$ cat config.mk
export PLATFORM = sky130hd
export DESIGN_NAME = fifo_byte_packer
export DESIGN_NICKNAME = d
export VERILOG_FILES = /design/src/rtl/fifo_pkg.sv /design/src/rtl/fifo_byte_packer_out_reg.sv /design/src/rtl/fifo_byte_packer.sv
export SDC_FILE = /design/constraint.sdc
export NUM_CORES = 1
export LEC_CHECK = 0
export BUFFER_PORTS_ARGS = -buffer_cell sky130_fd_sc_hd__buf_2
export CAP_MARGIN = 20
export CORE_MARGIN = 3
export CORE_UTILIZATION = 50
export CTS_CLUSTER_DIAMETER = 60
export DETAILED_ROUTE_END_ITERATION = 6
export GPL_TIMING_DRIVEN = 0
export HOLD_SLACK_MARGIN = 0.12
export PLACE_DENSITY = 0.77
export SETUP_SLACK_MARGIN = 0.5
export SLEW_MARGIN = 10
export SYNTH_ARGS = -nofsm -noshare
export SYNTH_HDL_FRONTEND = slang
export SYNTH_HIERARCHICAL = 1
export SYNTH_SLANG_ARGS = --single-unit
$ cat constraint.sdc
create_clock -name clk_i -period 5.7 [get_ports clk_i]
set_input_delay 1.425 -clock clk_i [delete_from_list [all_inputs] [get_ports clk_i]]
set_output_delay 1.425 -clock clk_i [all_outputs]
set_load 0.01 [all_outputs]
$ cat src/rtl/fifo_pkg.sv
// Shared types and helpers for the FIFO byte packer.
// Holds the fixed data widths, the packer FSM state type and byte-keep helpers.
package fifo_pkg;

    localparam int FIFO_DW        = 8;
    localparam int FIFO_DEPTH     = 16;
    localparam int PACK_WORD_W    = 32;
    localparam int BYTES_PER_WORD = 4;
    localparam int RD_LATENCY     = 1;

    typedef enum logic {
        S_FILL,
        S_FLUSH
    } packer_state_t;

    // Keep mask with the low 'cnt' bytes set; cnt==4 yields 4'b1111.
    function automatic logic [BYTES_PER_WORD-1:0] keep_mask(input logic [2:0] cnt);
        logic [BYTES_PER_WORD:0] m;
        m = (5'd1 << cnt) - 5'd1;
        return m[BYTES_PER_WORD-1:0];
    endfunction

    function automatic logic [PACK_WORD_W-1:0] keep_to_bits(input logic [BYTES_PER_WORD-1:0] keep);
        logic [PACK_WORD_W-1:0] bits;
        bits = '0;
        for (int k = 0; k < BYTES_PER_WORD; k++) begin
            bits[8*k +: 8] = {8{keep[k]}};
        end
        return bits;
    endfunction

endpackage

$ cat src/rtl/fifo_byte_packer_out_reg.sv
// Output holding register for the byte packer (valid/ready, no skid buffer).
// Loads only when free, i.e. empty or being accepted in the same cycle.
module pack_out_reg
    import fifo_pkg::*;
(
    input  logic                      clk_i,
    input  logic                      rst_ni,
    input  logic                      load_i,
    input  logic [PACK_WORD_W-1:0]    data_i,
    input  logic [BYTES_PER_WORD-1:0] keep_i,
    input  logic                      ready_i,
    output logic                      free_o,
    output logic                      valid_o,
    output logic [PACK_WORD_W-1:0]    data_o,
    output logic [BYTES_PER_WORD-1:0] keep_o
);

    logic                      valid_q, valid_d;
    logic [PACK_WORD_W-1:0]    data_q, data_d;
    logic [BYTES_PER_WORD-1:0] keep_q, keep_d;

    assign free_o  = !valid_q || ready_i;
    assign valid_o = valid_q;
    assign data_o  = data_q;
    assign keep_o  = keep_q;

    always_comb begin
        valid_d = valid_q;
        data_d  = data_q;
        keep_d  = keep_q;
        if (load_i) begin
            valid_d = 1'b1;
            data_d  = data_i;
            keep_d  = keep_i;
        end else if (ready_i) begin
            valid_d = 1'b0;
        end
    end

    always_ff @(posedge clk_i or negedge rst_ni) begin
        if (!rst_ni) begin
            valid_q <= 1'b0;
            data_q  <= '0;
            keep_q  <= '0;
        end else begin
            valid_q <= valid_d;
            data_q  <= data_d;
            keep_q  <= keep_d;
        end
    end

endmodule

$ cat src/rtl/fifo_byte_packer.sv
// Drains an 8-bit FIFO and packs bytes little-endian into 32-bit words with a flush path.
// Optional `PACKER_WORD_CNT_EN adds word_cnt_o counting accepted output words.
module fifo_byte_packer
    import fifo_pkg::*;
(
    input  logic                      clk_i,
    input  logic                      rst_ni,
    input  logic                      fifo_empty_i,
    input  logic [FIFO_DW-1:0]        fifo_rdata_i,
    output logic                      fifo_rd_en_o,
    input  logic                      flush_i,
    output logic                      out_valid_o,
    input  logic                      out_ready_i,
    output logic [PACK_WORD_W-1:0]    out_data_o,
    output logic [BYTES_PER_WORD-1:0] out_keep_o
`ifdef PACKER_WORD_CNT_EN
    ,
    output logic [15:0]               word_cnt_o
`endif
);

    packer_state_t             state_q, state_d;
    logic [PACK_WORD_W-1:0]    asm_data_q, asm_data_d;
    logic [2:0]                asm_cnt_q, asm_cnt_d;
    logic                      rd_pending_q, rd_pending_d;
    logic [2:0]                in_flight;
    logic [2:0]                cnt_base;
    logic                      out_free;
    logic                      out_load;
    logic [PACK_WORD_W-1:0]    load_data;
    logic [BYTES_PER_WORD-1:0] load_keep;

    assign in_flight    = asm_cnt_q + {2'b00, rd_pending_q};
    assign fifo_rd_en_o = (state_q == S_FILL) && !fifo_empty_i && (in_flight < 3'(BYTES_PER_WORD));
    assign rd_pending_d = fifo_rd_en_o;

    // cnt_base is the lane count after any transfer, so a capture on the
    // transfer edge lands in lane 0 of the fresh word.
    always_comb begin
        state_d    = state_q;
        asm_data_d = asm_data_q;
        cnt_base   = asm_cnt_q;
        out_load   = 1'b0;
        load_data  = asm_data_q;
        load_keep  = {BYTES_PER_WORD{1'b1}};
        unique case (state_q)
            S_FILL: begin
                if (asm_cnt_q == 3'(BYTES_PER_WORD) && out_free) begin
                    out_load = 1'b1;
                    cnt_base = 3'd0;
                end
                if (flush_i && in_flight != 3'd0) begin
                    state_d = S_FLUSH;
                end
            end
            S_FLUSH: begin
                if (!rd_pending_q && out_free) begin
                    if (asm_cnt_q != 3'd0) begin
                        out_load  = 1'b1;
                        load_keep = keep_mask(asm_cnt_q);
                        load_data = asm_data_q & keep_to_bits(keep_mask(asm_cnt_q));
                    end
                    cnt_base = 3'd0;
                    state_d  = S_FILL;
                end
            end
            default: state_d = S_FILL;
        endcase
        asm_cnt_d = cnt_base;
        if (rd_pending_q) begin
            asm_data_d[{cnt_base[1:0], 3'b000} +: 8] = fifo_rdata_i;
            asm_cnt_d = cnt_base + 3'd1;
        end
    end

    always_ff @(posedge clk_i or negedge rst_ni) begin
        if (!rst_ni) begin
            state_q      <= S_FILL;
            asm_data_q   <= '0;
            asm_cnt_q    <= 3'd0;
            rd_pending_q <= 1'b0;
        end else begin
            state_q      <= state_d;
            asm_data_q   <= asm_data_d;
            asm_cnt_q    <= asm_cnt_d;
            rd_pending_q <= rd_pending_d;
        end
    end

    pack_out_reg u_out_reg (
        .clk_i   (clk_i),
        .rst_ni  (rst_ni),
        .load_i  (out_load),
        .data_i  (load_data),
        .keep_i  (load_keep),
        .ready_i (out_ready_i),
        .free_o  (out_free),
        .valid_o (out_valid_o),
        .data_o  (out_data_o),
        .keep_o  (out_keep_o)
    );

`ifdef PACKER_WORD_CNT_EN
    logic [15:0] word_cnt_q, word_cnt_d;

    assign word_cnt_d = (out_valid_o && out_ready_i) ? word_cnt_q + 16'd1 : word_cnt_q;
    assign word_cnt_o = word_cnt_q;

    always_ff @(posedge clk_i or negedge rst_ni) begin
        if (!rst_ni) begin
            word_cnt_q <= 16'd0;
        end else begin
            word_cnt_q <= word_cnt_d;
        end
    end
`endif

endmodule

# After elaboration in Yosys (flattened, before gate mapping)

Index checks and enable logic that the tools add are counted.

Shift-type cells: 3
Add/sub/neg operators: 4
Bitwise gates (word level): 2
Reductions and logical operators: 12
Magnitude comparators: 1
Muxes and demuxes: 20
Equal/unequal tests: 1

Operators by type and width:

| cell                                                                   | number |
|---|---|
| 32-bit two-way mux                                                     | 3 |
| 32-bit bitwise AND                                                     | 1 |
| 32-bit bitwise mux                                                     | 1 |
| 8-bit by 7-bit variable shift with 32-bit output, first input constant | 1 |
| 8-bit by 7-bit variable part select with 32-bit output                 | 1 |
| 4-bit two-way mux                                                      | 3 |
| 3-bit two-way mux                                                      | 3 |
| 1-bit two-way mux                                                      | 7 |
| 5-bit negator with 7-bit output                                        | 1 |
| 3-bit one-hot mux with 2 select lines                                  | 1 |
| 3-bit nonzero test                                                     | 2 |
| 1-bit logical AND                                                      | 5 |
| 1-bit one-hot mux with 2 select lines                                  | 2 |
| 1-bit by 3-bit left shift with 4-bit output, first input constant      | 1 |
| 4-bit by 1-bit subtractor with 4-bit output, second input constant     | 1 |
| 3-bit by 1-bit adder with 3-bit output                                 | 1 |
| 3-bit by 1-bit adder with 3-bit output, second input constant          | 1 |
| 3-bit == test, second input constant                                   | 1 |
| 1-bit logical NOT                                                      | 3 |
| 3-bit less-than comparator, second input constant                      | 1 |
| 2-bit nonzero test                                                     | 1 |
| 1-bit logical OR                                                       | 1 |
| 1-bit inverter                                                         | 1 |

Output and inout bits: 38
Bits in registers: 74
Input port bits: 13
Logic and storage cells: 50

# Logic depth before layout (Yosys ltp)

Gate-level depths: netlist of run 1.

Word-level depth: 8
Gate-level depth with buffers: 8
Gate-level depth less buffers: 8

# Cells and area by module

Netlist of run 1, hierarchy kept.

Modules (own cells, without submodules):

| module           | area each (um^2) | instances | seq. area each (um^2) | cells an instance |
|---|---|---|---|---|
| fifo_byte_packer | 1,883.1          | 1         | 925.9                 | 161 |
| pack_out_reg     | 1,524.0          | 1         | 925.9                 | 79 |

# Least setup slack after synthesis of run 1

No wires, ideal clock.

Path kind: input-to-output
Start point: input port fifo_empty_i
End point: output port fifo_rd_en_o
Setup slack: 2.521 ns
Required time: 4.275 ns
Arrival time: 1.754 ns
Stages: 1
Buffers on the path: 0
Cells stage by stage: nor3_1

Cells in the longest elaborated chain, start to end: 3

RTL lines:

| item                            | line                   | source |
|---|---|---|
| from (decl)                     | fifo_byte_packer.sv:8  | `input logic fifo_empty_i,` |
| 1-bit logical NOT               | fifo_byte_packer.sv:34 | `assign fifo_rd_en_o = (state_q == S_FILL) && !fifo_empty_i && (in_flight < 3'(BYTES_PER_WORD));` |
| 1-bit logical AND (2 in series) | fifo_byte_packer.sv:34 |  |
| to (decl)                       | fifo_byte_packer.sv:10 | `output logic fifo_rd_en_o,` |

Every way passes these cells.

# Final worst setup path of run 1

Ends and elaborated chain as after synthesis.

==> results of run 1 <==
==> metrics by stage <==
step	total power [mW]	cells	setup WS, ns	utilization
finish	1.817	383	2.379	0.6157
global route	1.931	383	2.305	0.6157
CTS	1.835	383	2.357	0.6157
detailed placement	1.432	368	2.181	0.5858
global placement	1.406	367	2.270	0.5812
floorplan	1.251	240	2.521	-
==> logic make-up (layout without fill, tap and decap cells) <==
| group | after synthesis | after routing |
|---|---|---|
| muxes | 37 | 37 |
| DFF | 74 | 74 |
| AOI/OAI and AO/OA | 38 | 38 |
| other | 1 | 1 |
| and+or+nand+nor | 57 | 57 |
| adders and majority gates | 10 | 10 |
| buffers and inverters | 22 | 88 |
| xor gates and xnor gates | 1 | 1 |
==> cell usage after synthesis (all sizes together) (3+ instances only) <==
cell type and instances:
nand2 11, buf 7, nor2b 16, o21ai 3
dfrtp 74, and2 8, mux2 37, a32o 8
nand2b 3, inv 6, ha 10, nor2 3
clkbuf 9, a22o 24
==> power by group <==
part	switching (mW)	total (mW)	internal [mW]
registers	0.0693	0.712	0.642
clock network	0.191	0.400	0.210
logic	0.349	0.705	0.356
==> cell type report <==
| type | instances | share of cell area |
|---|---|---|
| plain buffers | 16 | 0.03241 |
| well taps | 77 | 0.02423 |
| multi-input cells | 144 | 0.3531 |
| flip-flops and latches | 74 | 0.4657 |
| clock inverters | 5 | 0.01385 |
| repair buffers | 51 | 0.07048 |
| clock buffers | 10 | 0.03461 |
| inverters | 6 | 0.005664 |
==> path summary, 6_finish.rpt <==
path	end	slack (ns)	start	cells past startpoint
max reg2reg	asm_data_q[15]$_DFFE_PN0P_	3.33	rd_pending_q$_DFF_PN0_	8
min	asm_data_q[7]$_DFFE_PN0P_	0.50	asm_data_q[7]$_DFFE_PN0P_	1
min in group asynchronous	u_out_reg/data_o[3]$_DFFE_PN0P_	1.00	rst_ni	1
min reg2reg	asm_data_q[7]$_DFFE_PN0P_	0.50	asm_data_q[7]$_DFFE_PN0P_	1
max in group asynchronous	u_out_reg/valid_o$_DFFE_PN0P_	4.15	rst_ni	2
max	fifo_rd_en_o	2.38	fifo_empty_i	3
==> worst reg2reg max path, delay by kind of cell (launching register included) <==
kind	cells	cell delay, ns
and+or+nand+nor	4	0.87
adders and majority gates	1	0.43
DFF	1	0.39
buffers and inverters	2	0.45
AOI/OAI and AO/OA	1	0.17
==> metal layers <==
layer | share of wire | global-route usage | routed length, µm
met3 | 0.045 | 0.04562 | 289
met5 | 0 | 0 | 0
met4 | 0.022 | 0.07967 | 141
met2 | 0.46 | 0.2767 | 2958
met1 | 0.48 | 0.2539 | 3068
==> state kept, by name (all words and copies together), names as in the netlist <==
name               count
asm_data_q            32
u_out_reg/keep_o       4
rd_pending_q           1
asm_cnt_q              3
state_q                1
u_out_reg/valid_o      1
u_out_reg/data_o      32
==> impl_metrics.sql, run 1 <==
INSERT INTO impl_metrics (metric_group, metric, value, unit) VALUES
('setup_path', 'ordered_cell_list_for_the_critical_path', 'buf_2, nor3_1, buf_2', ''),
('floorplan', 'floorplan.die.height', '88.55', 'µm'),
('synth', 'synth-xor-area-share', '0.002571', ''),
('clock_network', 'clock_slew_at_reported_path_ffs', '0.07', 'ns'),
('synth', 'synth-edff-count', '0', ''),
('setup_path', 'worstPathMaxFanout', '2', ''),
('synth', 'avgSynthCellArea', '14.20', 'µm²'),
('sta', 'rsz0062_at_grt', 'no', ''),
('synth', 'ys_top_cells_by_area', 'sky130_fd_sc_hd__dfrtp_1 (54%), sky130_fd_sc_hd__mux2_4 (13%), sky130_fd_sc_hd__a22o_1 (6.2%)', ''),
('floorplan', 'dieArea', '0.007840', 'mm²'),
('setup_path', 'critical_path_arrival', '1.90', 'ns'),
('clock_network', 'cts.sink_count', '74', ''),
('drt', 'routed_wirelength', '6458', 'µm'),
('sta', 'min_tclk_post_route', '3.321', 'ns'),
('sta', 'post-route-period-util', '0.5827', ''),
('synth', 'synth_compound_area_frac', '0.09658', ''),
('synth', 'yosys_warnings', '6', ''),
('floorplan', 'core_area', '0.006459', 'mm²'),
('global_routing', 'grt_start_max_net_pins', '46', ''),
('final_layout', 'layout.cells.most_common_list', 'sky130_fd_sc_hd__dfrtp_1 (74), sky130_fd_sc_hd__buf_2 (50), sky130_fd_sc_hd__mux2_4 (29)', ''),
('setup_path', 'timing.critical_path.slowest_cell_delay', '0.21', 'ns'),
('outcome', 'outcome', 'completed', ''),
('clock_network', 'cts_hold_buf', '0', ''),
('clock_network', 'clock_latency_at_the_later_pin_of_the_worst_skew_pair', '0.35', 'ns'),
('final_layout', 'final-seq-area', '0.001852', 'mm²'),
('pwr', 'powerDensity', '457.0', 'mW/mm²'),
('clock_network', 'cts-resized-gates', '0', ''),
('synth', 'netlist-cell-type-count', '39', ''),
('final_layout', 'antenna_diode_count', '0', ''),
('drt', 'route.detailed.drc', '0', ''),
('synth', 'netlist_instances', '240', ''),
('clock_network', 'tritoncts', 'built', ''),
('setup_path', 'path_type_of_the_worst_setup_path', 'input pin to primary output', ''),
('floorplan', 'floorplan.die.width', '88.55', 'µm'),
('synth', 'post_synth_and_or_nand_nor_area_fraction', '0.1208', ''),
('final_layout', 'fraction_of_layout_instances_using_a_drive_strength_above_1', '0.3987', ''),
('floorplan', 'core.rowCount', '29', ''),
('sta', 'fin_hold_ws', '0.4963', 'ns'),
('drt', 'via_per_inst', '5.392', ''),
('placement', 'hpwlAfterDp', '4570', 'µm'),
('global_routing', 'antenna_found_initial', '0', ''),
('final_layout', 'area_delta_synth_final', '16.71', '%'),
('clock_network', 'clk_path_buf_depth', '2', ''),
('sta', 'report.final.setup_viol', '0', ''),
('flow_run', 'maxCapViolations', '0', ''),
('sta', 'fin_skew', '0.009443', 'ns'),
('placement', 'place.gp.congestion', '0.8377', ''),
('synth', 'muxShareOfSynthArea', '0.1542', ''),
('drt', 'detail-route-antenna-nets', '0', ''),
('drt', 'drt_iter0_markers', '68', ''),
('final_layout', 'multi_input_comb_area', '0.001404', 'mm²'),
('sta', 'report.final.slew_viol_count', '0', ''),
('synth', 'post_synth_instance_area', '0.003407', 'mm²'),
('global_routing', 'grt_pass1_wl', '10720', 'µm'),
('setup_path', 'cp_common_cell', 'sky130_fd_sc_hd__buf_2', ''),
('final_layout', 'layout.cells.most_common', 'sky130_fd_sc_hd__dfrtp_1', ''),
('synth', 'ys_async_sr_fraction', '1.000', ''),
('drt', 'wl_per_cell', '16.86', 'µm'),
('setup_path', 'cp_slowest_cell', 'sky130_fd_sc_hd__nor3_1', ''),
('synth', 'ys_dominant_reg_cell', 'sky130_fd_sc_hd__dfrtp_1', ''),
('sta', 'fmaxAchievable', '301.1', 'MHz'),
('synth', 'yosysTopAreaCellShare', '0.5435', ''),
('placement', 'placedInstanceArea', '0.003784', 'mm²'),
('placement', 'buffer_ports.inserted', '50', ''),
('synth', 'cell_type_with_the_largest_total_area_after_synthesis', 'sky130_fd_sc_hd__dfrtp_1', ''),
('sta', 'max_slew_margin', '0.5789', ''),
('clock_network', 'clock_buffers_created_by_tritoncts', '9', ''),
('setup_path', 'capturing_element_type_of_the_critical_path', 'primary output', ''),
('floorplan', 'effective_utilization_at_floorplan', '0.5275', ''),
('pwr', 'total_leakage_power', '2.034', 'nW'),
('synth', 'synth_fp_nets', '263', '');
Note: power is estimated with default switching activity, not from simulation.
==> run 2, diff against run 1 <==
Settings changed: PLACE_DENSITY 0.77 to 0.8.
Clock period 5.7 ns to 2.94 ns, I/O delays scaled along.
==> run 2 against run 1 <==
Clock power grew 110%. Cell area is 1.5% higher. Critical path type is now input pin to flop. Clock skew decreased by 0.0013 ns.
==> impl_metrics.sql, run 2 (synthesis results as in run 1) <==
INSERT INTO impl_metrics (metric_group, metric, value, unit) VALUES
('pwr', 'share_seq_of_total_power', '0.378', ''),
('pwr', 'peakVddDrop', '0.0005270', 'V'),
('sta', 'hold_viol_final', '0', ''),
('drt', 'routed_wirelength', '6629', 'µm'),
('drt', 'route.detailed.drc', '0', ''),
('sta', 'report.final.slew_viol_count', '0', ''),
('pwr', 'power_frac_clock', '0.229', ''),
('placement', 'buffer_ports.inserted', '50', ''),
('floorplan', 'dieArea', '0.007840', 'mm²'),
('flow_run', 'maxCapViolations', '0', ''),
('floorplan', 'core_area', '0.006459', 'mm²'),
('sta', 'post-route-period-util', '0.8206', ''),
('placement', 'placed_cells_incl_taps', '368', ''),
('outcome', 'outcome', 'completed', ''),
('clock_network', 'clock_buffers_created_by_tritoncts', '9', ''),
('global_routing', 'gr-total-overflow', '0', ''),
('global_routing', 'groute.usage.overall', '0.1812', ''),
('clock_network', 'post-cts-setup-buffer-count', '0', ''),
('drt', 'wl_per_cell', '17.26', 'µm'),
('clock_network', 'clock_root_cell', 'sky130_fd_sc_hd__clkbuf_8', ''),
('final_layout', 'antenna_diode_count', '0', ''),
('placement', 'place.gp.congestion', '0.8657', ''),
('sta', 'fmaxAchievable', '414.5', 'MHz'),
('floorplan', 'floorplan.die.height', '88.55', 'µm'),
('pwr', 'combinationalPowerShare', '0.393', ''),
('clock_network', 'tritoncts', 'built', ''),
('setup_path', 'ff2ff_path_depth', '8', ''),
('clock_network', 'cts_hold_buf', '0', ''),
('pwr', 'total_leakage_power', '2.059', 'nW'),
('setup_path', 'worst_setup_path_start_kind', 'input pin', ''),
('clock_network', 'clock_slew_at_reported_path_ffs', '0.08', 'ns'),
('global_routing', 'grt_pass1_wl', '10610', 'µm'),
('setup_path', 'critical_path_arrival', '2.70', 'ns'),
('global_routing', 'grt_start_max_net_pins', '61', ''),
('setup_path', 'worstPathMaxFanout', '8', ''),
('final_layout', 'layout.cells.non_filler', '384', ''),
('sta', 'min_tclk_post_route', '2.412', 'ns'),
('sta', 'rsz0062_at_grt', 'yes', ''),
('setup_path', 'r2r_setup_slack', '0.62', 'ns'),
('global_routing', 'first_global_vias', '2054', ''),
('clock_network', 'clock_latency_at_the_later_pin_of_the_worst_skew_pair', '0.34', 'ns'),
('pwr', 'power_switching_share', '0.3326', ''),
('sta', 'timing.setup.tns', '0', 'ns'),
('global_routing', 'antenna_found_initial', '0', ''),
('final_layout', 'area_delta_synth_final', '18.51', '%'),
('clock_network', 'cts.sink_count', '74', ''),
('final_layout', 'layout.cells.most_common', 'sky130_fd_sc_hd__dfrtp_1', ''),
('sta', 'worstMarginPinSlew', '0.5650', 'ns'),
('pwr', 'fin_total_pwr', '3.671', 'mW'),
('final_layout', 'layout.cell_area.non_filler', '0.004038', 'mm²'),
('floorplan', 'floorplan.die.width', '88.55', 'µm'),
('clock_network', 'clk_path_buf_depth', '2', ''),
('drt', 'detail-route-antenna-nets', '0', ''),
('sta', 'max_slew_margin', '0.6213', ''),
('pwr', 'powerDensity', '909.3', 'mW/mm²'),
('setup_path', 'r2r-start', 'rd_pending_q$_DFF_PN0_', ''),
('drt', 'via_per_inst', '5.500', ''),
('pwr', 'p_switching', '1.221', 'mW'),
('floorplan', 'effective_utilization_at_floorplan', '0.5275', ''),
('floorplan', 'pin_count', '51', ''),
('placement', 'dp_slack', '0.1523', 'ns'),
('final_layout', 'numnets_final', '325', ''),
('drt', 'dr_total_vias', '2112', ''),
('pwr', 'cell_internal_pwr', '2.450', 'mW'),
('sta', 'report.final.setup_viol', '0', ''),
('setup_path', 'path_type_of_the_worst_setup_path', 'input pin to flop', ''),
('final_layout', 'layout.cells.most_common_list', 'sky130_fd_sc_hd__dfrtp_1 (74), sky130_fd_sc_hd__buf_2 (49), sky130_fd_sc_hd__mux2_4 (29)', ''),
('drt', 'dr.pass1.iters', '4', ''),
('clock_network', 'cts_htree_levels', '3', ''),
('setup_path', 'capturing_element_type_of_the_critical_path', 'flop', ''),
('drt', 'drt_iter0_markers', '137', ''),
('sta', 'setup_slack', '0.5275', 'ns'),
('setup_path', 'crit_required', '3.22', 'ns'),
('floorplan', 'core.rowCount', '29', ''),
('placement', 'placedInstanceArea', '0.003784', 'mm²'),
('final_layout', 'fraction_of_layout_instances_using_a_drive_strength_above_1', '0.4072', ''),
('worst_hold_path', 'hp-class', 'input pin to asynchronous set/reset pin', ''),
('sta', 'fin_skew', '0.008140', 'ns'),
('setup_path', 'timing.rr.end', 'asm_data_q[12]$_DFFE_PN0P_', ''),
('placement', 'hpwlAfterDp', '4587', 'µm');
run 2: per-layer routing:
layer | GRT usage | wire [µm]
met1 | 0.2439 | 3003
met2 | 0.2842 | 3217
met3 | 0.04935 | 287
met4 | 0.06456 | 121
met5 | 0 | 0
run 2: area by class of cell:
type	instances	area (µm²)
Fill cell	506	2421
Sequential cell	74	1852
Multi-Input combinational cell	144	1445
Timing Repair Buffer	51	280.3
Clock buffer	11	131.4
Buffer	16	131.4
Tap cell	77	96.34
Clock inverter	5	78.83
Inverter	6	22.52
run 2: metrics by stage:
step / hold slack, ns / util
after CTS: 0.2320 / 0.6188
after detailed placement: 0.4776 / 0.5858
final: 0.2392 / 0.6251
after global routing: 0.2366 / 0.6251
after floorplan: 0.4394 / -
after global placement: 0.4767 / 0.5812
run 2: worst max-delay path by stage:
stage / slack (ns) / end / startpoint
2_1_floorplan: 0.59 / asm_data_q[10]$_DFFE_PN0P_ / out_ready_i
3_3_place_gp: 0.19 / asm_data_q[12]$_DFFE_PN0P_ / out_ready_i
3_5_place_dp: 0.15 / asm_data_q[12]$_DFFE_PN0P_ / out_ready_i
4_1_cts: 0.50 / asm_data_q[18]$_DFFE_PN0P_ / out_ready_i
5_1_grt: 0.41 / asm_data_q[12]$_DFFE_PN0P_ / out_ready_i
6_report: 0.53 / asm_data_q[12]$_DFFE_PN0P_ / out_ready_i
run 2: power groups by stage:
| stage | Clock [mW] | Combinational (mW) | Sequential, mW |
|---|---|---|---|
| 3_5_place_dp | 0 | 1.37 | 1.41 |
| 5_1_grt | 0.902 | 1.56 | 1.42 |
| 3_3_place_gp | 0 | 1.33 | 1.39 |
| 2_1_floorplan | 0 | 0.995 | 1.43 |
| 6_report | 0.842 | 1.44 | 1.39 |
| 4_1_cts | 0.856 | 1.39 | 1.39 |
run 2: timing repair:
action | 4_1_cts | 5_1_grt
resized for setup | 1 | 8
gates cloned | 0 | 0
setup endpoints to repair | 3 | 33
run 2: critical path, cell delays in order:
cell	delay [ns]
sky130_fd_sc_hd__buf_2	0.09
sky130_fd_sc_hd__nand2b_1	0.24
sky130_fd_sc_hd__nand3b_4	0.21
sky130_fd_sc_hd__nand2_2	0.13
sky130_fd_sc_hd__ha_2	0.25
sky130_fd_sc_hd__nand4bb_1	0.30
sky130_fd_sc_hd__nor4bb_1	0.36
sky130_fd_sc_hd__buf_4	0.22
sky130_fd_sc_hd__a22o_1	0.15
==> run 3, diff against run 2 <==
Clock period 2.94 ns to 2.07 ns, I/O delays scaled along.
==> run 3 against run 2 <==
The flow now finishes with violations (negative setup slack). Routed wire length is 31% higher. Cell area is 19% higher. First-iteration DRC count is 2.9% higher. Power rose by 84%. Register-to-register slack worse by 0.64 ns. Core utilization is 12 points higher. Cell count is 12% higher. Via count is 14% higher. Count of clock-buffer cells in the layout is 1 lower. Sequential share of layout area down 7.4 points. Combinational power is 140% higher. Die area is the same. Critical endpoint is now u_out_reg/data_o[17]$_DFFE_PN0P_. Largest cell class unchanged. Largest power group unchanged.
==> impl_metrics.sql, run 3 (synthesis results as in run 1) <==
INSERT INTO impl_metrics (metric_group, metric, value, unit) VALUES
('setup_path', 'crit_required', '2.31', 'ns'),
('setup_path', 'setup.worst_path.end', 'u_out_reg/data_o[17]$_DFFE_PN0P_', ''),
('drt', 'met1_wire_length', '3647', 'µm'),
('floorplan', 'effective_utilization_at_floorplan', '0.5275', ''),
('clock_network', 'cts.sink_count', '74', ''),
('sta', 'min_tclk_post_route', '2.089', 'ns'),
('flow_run', 'maxCapViolations', '0', ''),
('drt', 'dr.pass1.iters', '4', ''),
('global_routing', 'first_global_vias', '2473', ''),
('sta', 'report.final.setup_viol', '15', ''),
('final_layout', 'numnets_final', '370', ''),
('setup_path', 'worstPathMaxFanout', '8', ''),
('sta', 'post-route-period-util', '1.009', ''),
('drt', 'detail-route-antenna-nets', '0', ''),
('clock_network', 'clock_buffers_created_by_tritoncts', '9', ''),
('outcome', 'violated_checks', 'negative setup slack', ''),
('setup_path', 'critical_path_arrival', '2.33', 'ns'),
('floorplan', 'dieArea', '0.007840', 'mm²'),
('clock_network', 'clk_path_buf_depth', '2', ''),
('sta', 'fin_hold_ws', '0.4031', 'ns'),
('clock_network', 'clock_root_cell', 'sky130_fd_sc_hd__clkbuf_8', ''),
('pwr', 'powerDensity', '1402', 'mW/mm²'),
('setup_path', 'timing.rr.end', 'u_out_reg/data_o[17]$_DFFE_PN0P_', ''),
('setup_path', 'r2r-start', 'asm_cnt_q[0]$_DFF_PN0_', ''),
('drt', 'top_layer', 'met4', ''),
('final_layout', 'layout.cells.non_filler', '429', ''),
('sta', 'fmaxAchievable', '478.8', 'MHz'),
('placement', 'place.gp.congestion', '0.8618', ''),
('floorplan', 'core.rowCount', '29', ''),
('sta', 'fin_skew', '0.01400', 'ns'),
('global_routing', 'antenna_found_initial', '0', ''),
('placement', 'placed_cells_incl_taps', '368', ''),
('final_layout', 'antenna_diode_count', '0', ''),
('placement', 'buffer_ports.inserted', '50', ''),
('clock_network', 'cts_htree_levels', '3', ''),
('setup_path', 'r2r_setup_slack', '-0.02', 'ns'),
('final_layout', 'fraction_of_layout_instances_using_a_drive_strength_above_1', '0.5568', ''),
('outcome', 'outcome', 'complete, but fails checks', ''),
('setup_path', 'capturing_element_type_of_the_critical_path', 'flop', ''),
('global_routing', 'grt_pass1_wl', '13170', 'µm'),
('floorplan', 'floorplan.die.height', '88.55', 'µm'),
('floorplan', 'floorplan.die.width', '88.55', 'µm'),
('sta', 'setup_slack', '-0.01873', 'ns'),
('drt', 'dr_total_vias', '2412', ''),
('final_layout', 'area_delta_synth_final', '41.35', '%'),
('drt', 'via_per_inst', '5.622', ''),
('sta', 'hold_viol_final', '0', ''),
('sta', 'rsz0062_at_grt', 'yes', ''),
('clock_network', 'clock_slew_at_reported_path_ffs', '0.09', 'ns'),
('drt', 'routed_wirelength', '8714', 'µm'),
('drt', 'wl_per_cell', '20.31', 'µm'),
('sta', 'timing.setup.tns', '-0.1613', 'ns'),
('drt', 'drt_iter0_markers', '141', ''),
('pwr', 'total_leakage_power', '2.398', 'nW'),
('final_layout', 'layout.cells.most_common', 'sky130_fd_sc_hd__dfrtp_1', ''),
('drt', 'route.detailed.drc', '0', ''),
('worst_hold_path', 'hp-class', 'input pin to flop', ''),
('drt', 'dr_wl_met3', '404', 'µm'),
('setup_path', 'ff2ff_path_depth', '7', ''),
('final_layout', 'layout.cells.most_common_list', 'sky130_fd_sc_hd__dfrtp_1 (72), sky130_fd_sc_hd__buf_2 (49), sky130_fd_sc_hd__mux2_4 (36)', ''),
('global_routing', 'grt_start_max_net_pins', '62', ''),
('setup_path', 'crit_path_start', 'asm_cnt_q[0]$_DFF_PN0_', ''),
('sta', 'report.final.slew_viol_count', '0', ''),
('setup_path', 'worst_setup_path_start_kind', 'flop', ''),
('global_routing', 'groute.usage.overall', '0.2265', ''),
('setup_path', 'path_type_of_the_worst_setup_path', 'flop to flop', ''),
('clock_network', 'tritoncts', 'built', ''),
('clock_network', 'clock_latency_at_the_later_pin_of_the_worst_skew_pair', '0.36', 'ns'),
('global_routing', 'gr-total-overflow', '0', ''),
('floorplan', 'core_area', '0.006459', 'mm²'),
('final_layout', 'nFillCells', '383', ''),
('worst_hold_path', 'hold-path-cell-count', '3', ''),
('placement', 'hpwlAfterDp', '4789', 'µm'),
('pwr', 'peakVddDrop', '0.001184', 'V'),
('floorplan', 'pin_count', '51', ''),
('drt', 'route.met2.wl', '4497', 'µm');
[run 3: cell types whose count changed in the layout (fill, tap and decap cells not counted), sizes merged]
cell	previous run	this run
a21oi	1	2
buf	58	102
clkbuf	20	18
dlygate4sd3	0	1
clkinvlp	0	1
[run 3: cell type report]
cell class	count	area, µm²	area share
Buffer	16	142.6	0.02962
Timing Repair Buffer	95	780.7	0.1621
Clock buffer	10	137.6	0.02858
Tap cell	77	96.34	0.02001
Clock inverter	6	90.09	0.01871
Sequential cell	74	1854	0.3850
Inverter	6	27.53	0.005716
Multi-Input combinational cell	145	1687	0.3502
[run 3: metrics by stage]
step / total power [mW] / setup slack (ns) / util / cell area, µm²
after floorplan: 3.625 / 0.09403 / - / 3500
after global placement: 4.057 / -0.1855 / 0.5955 / 3846
after detailed placement: 4.144 / -0.1998 / 0.6002 / 3876
after CTS: 6.333 / -0.04480 / 0.7127 / 4603
after global routing: 7.060 / -0.1244 / 0.7456 / 4816
final: 6.750 / -0.01873 / 0.7456 / 4816
[run 3: critical path, stage by stage (launching register included)]
cell and delay [ns]:
sky130_fd_sc_hd__dfrtp_1 0.43, sky130_fd_sc_hd__buf_6 0.15, sky130_fd_sc_hd__or4b_4 0.52, sky130_fd_sc_hd__o21ai_2 0.14, sky130_fd_sc_hd__buf_6 0.20, sky130_fd_sc_hd__buf_12 0.14
sky130_fd_sc_hd__buf_12 0.11, sky130_fd_sc_hd__mux2_4 0.29
[run 3: what timing repair did]
action | 4_1_cts | 5_1_grt
endpoints found under the setup margin | 72 | 72
pin swaps | 14 | 26
cloned | 4 | 0
gates resized for setup | 38 | 24
hold endpoints to repair | 13 | 0
setup buffers | 28 | 12
hold buffers | 1 | 0
[run 3: report_power, final]
part	leakage (nW)	switching [mW]	total (mW)	internal, mW
clock network	0.112	0.563	1.28	0.713
registers	0.998	0.233	2.01	1.77
logic	1.29	1.52	3.47	1.95
[run 3: worst min path at each step]
stage,start,to
6_report,flush_i,state_q$_DFF_PN0_
5_1_grt,fifo_empty_i,rd_pending_q$_DFF_PN0_
4_1_cts,fifo_empty_i,rd_pending_q$_DFF_PN0_
3_5_place_dp,rst_ni,u_out_reg/data_o[12]$_DFFE_PN0P_
3_3_place_gp,asm_data_q[1]$_DFFE_PN0P_,asm_data_q[1]$_DFFE_PN0P_
2_1_floorplan,rst_ni,asm_cnt_q[0]$_DFF_PN0_
[run 3: metal layers]
layer | up-vias | track usage
li1 | 1079 | -
met1 | 1254 | 0.2960
met2 | 65 | 0.3657
met3 | 14 | 0.05028
met4 | 0 | 0.09478
met5 | - | 0
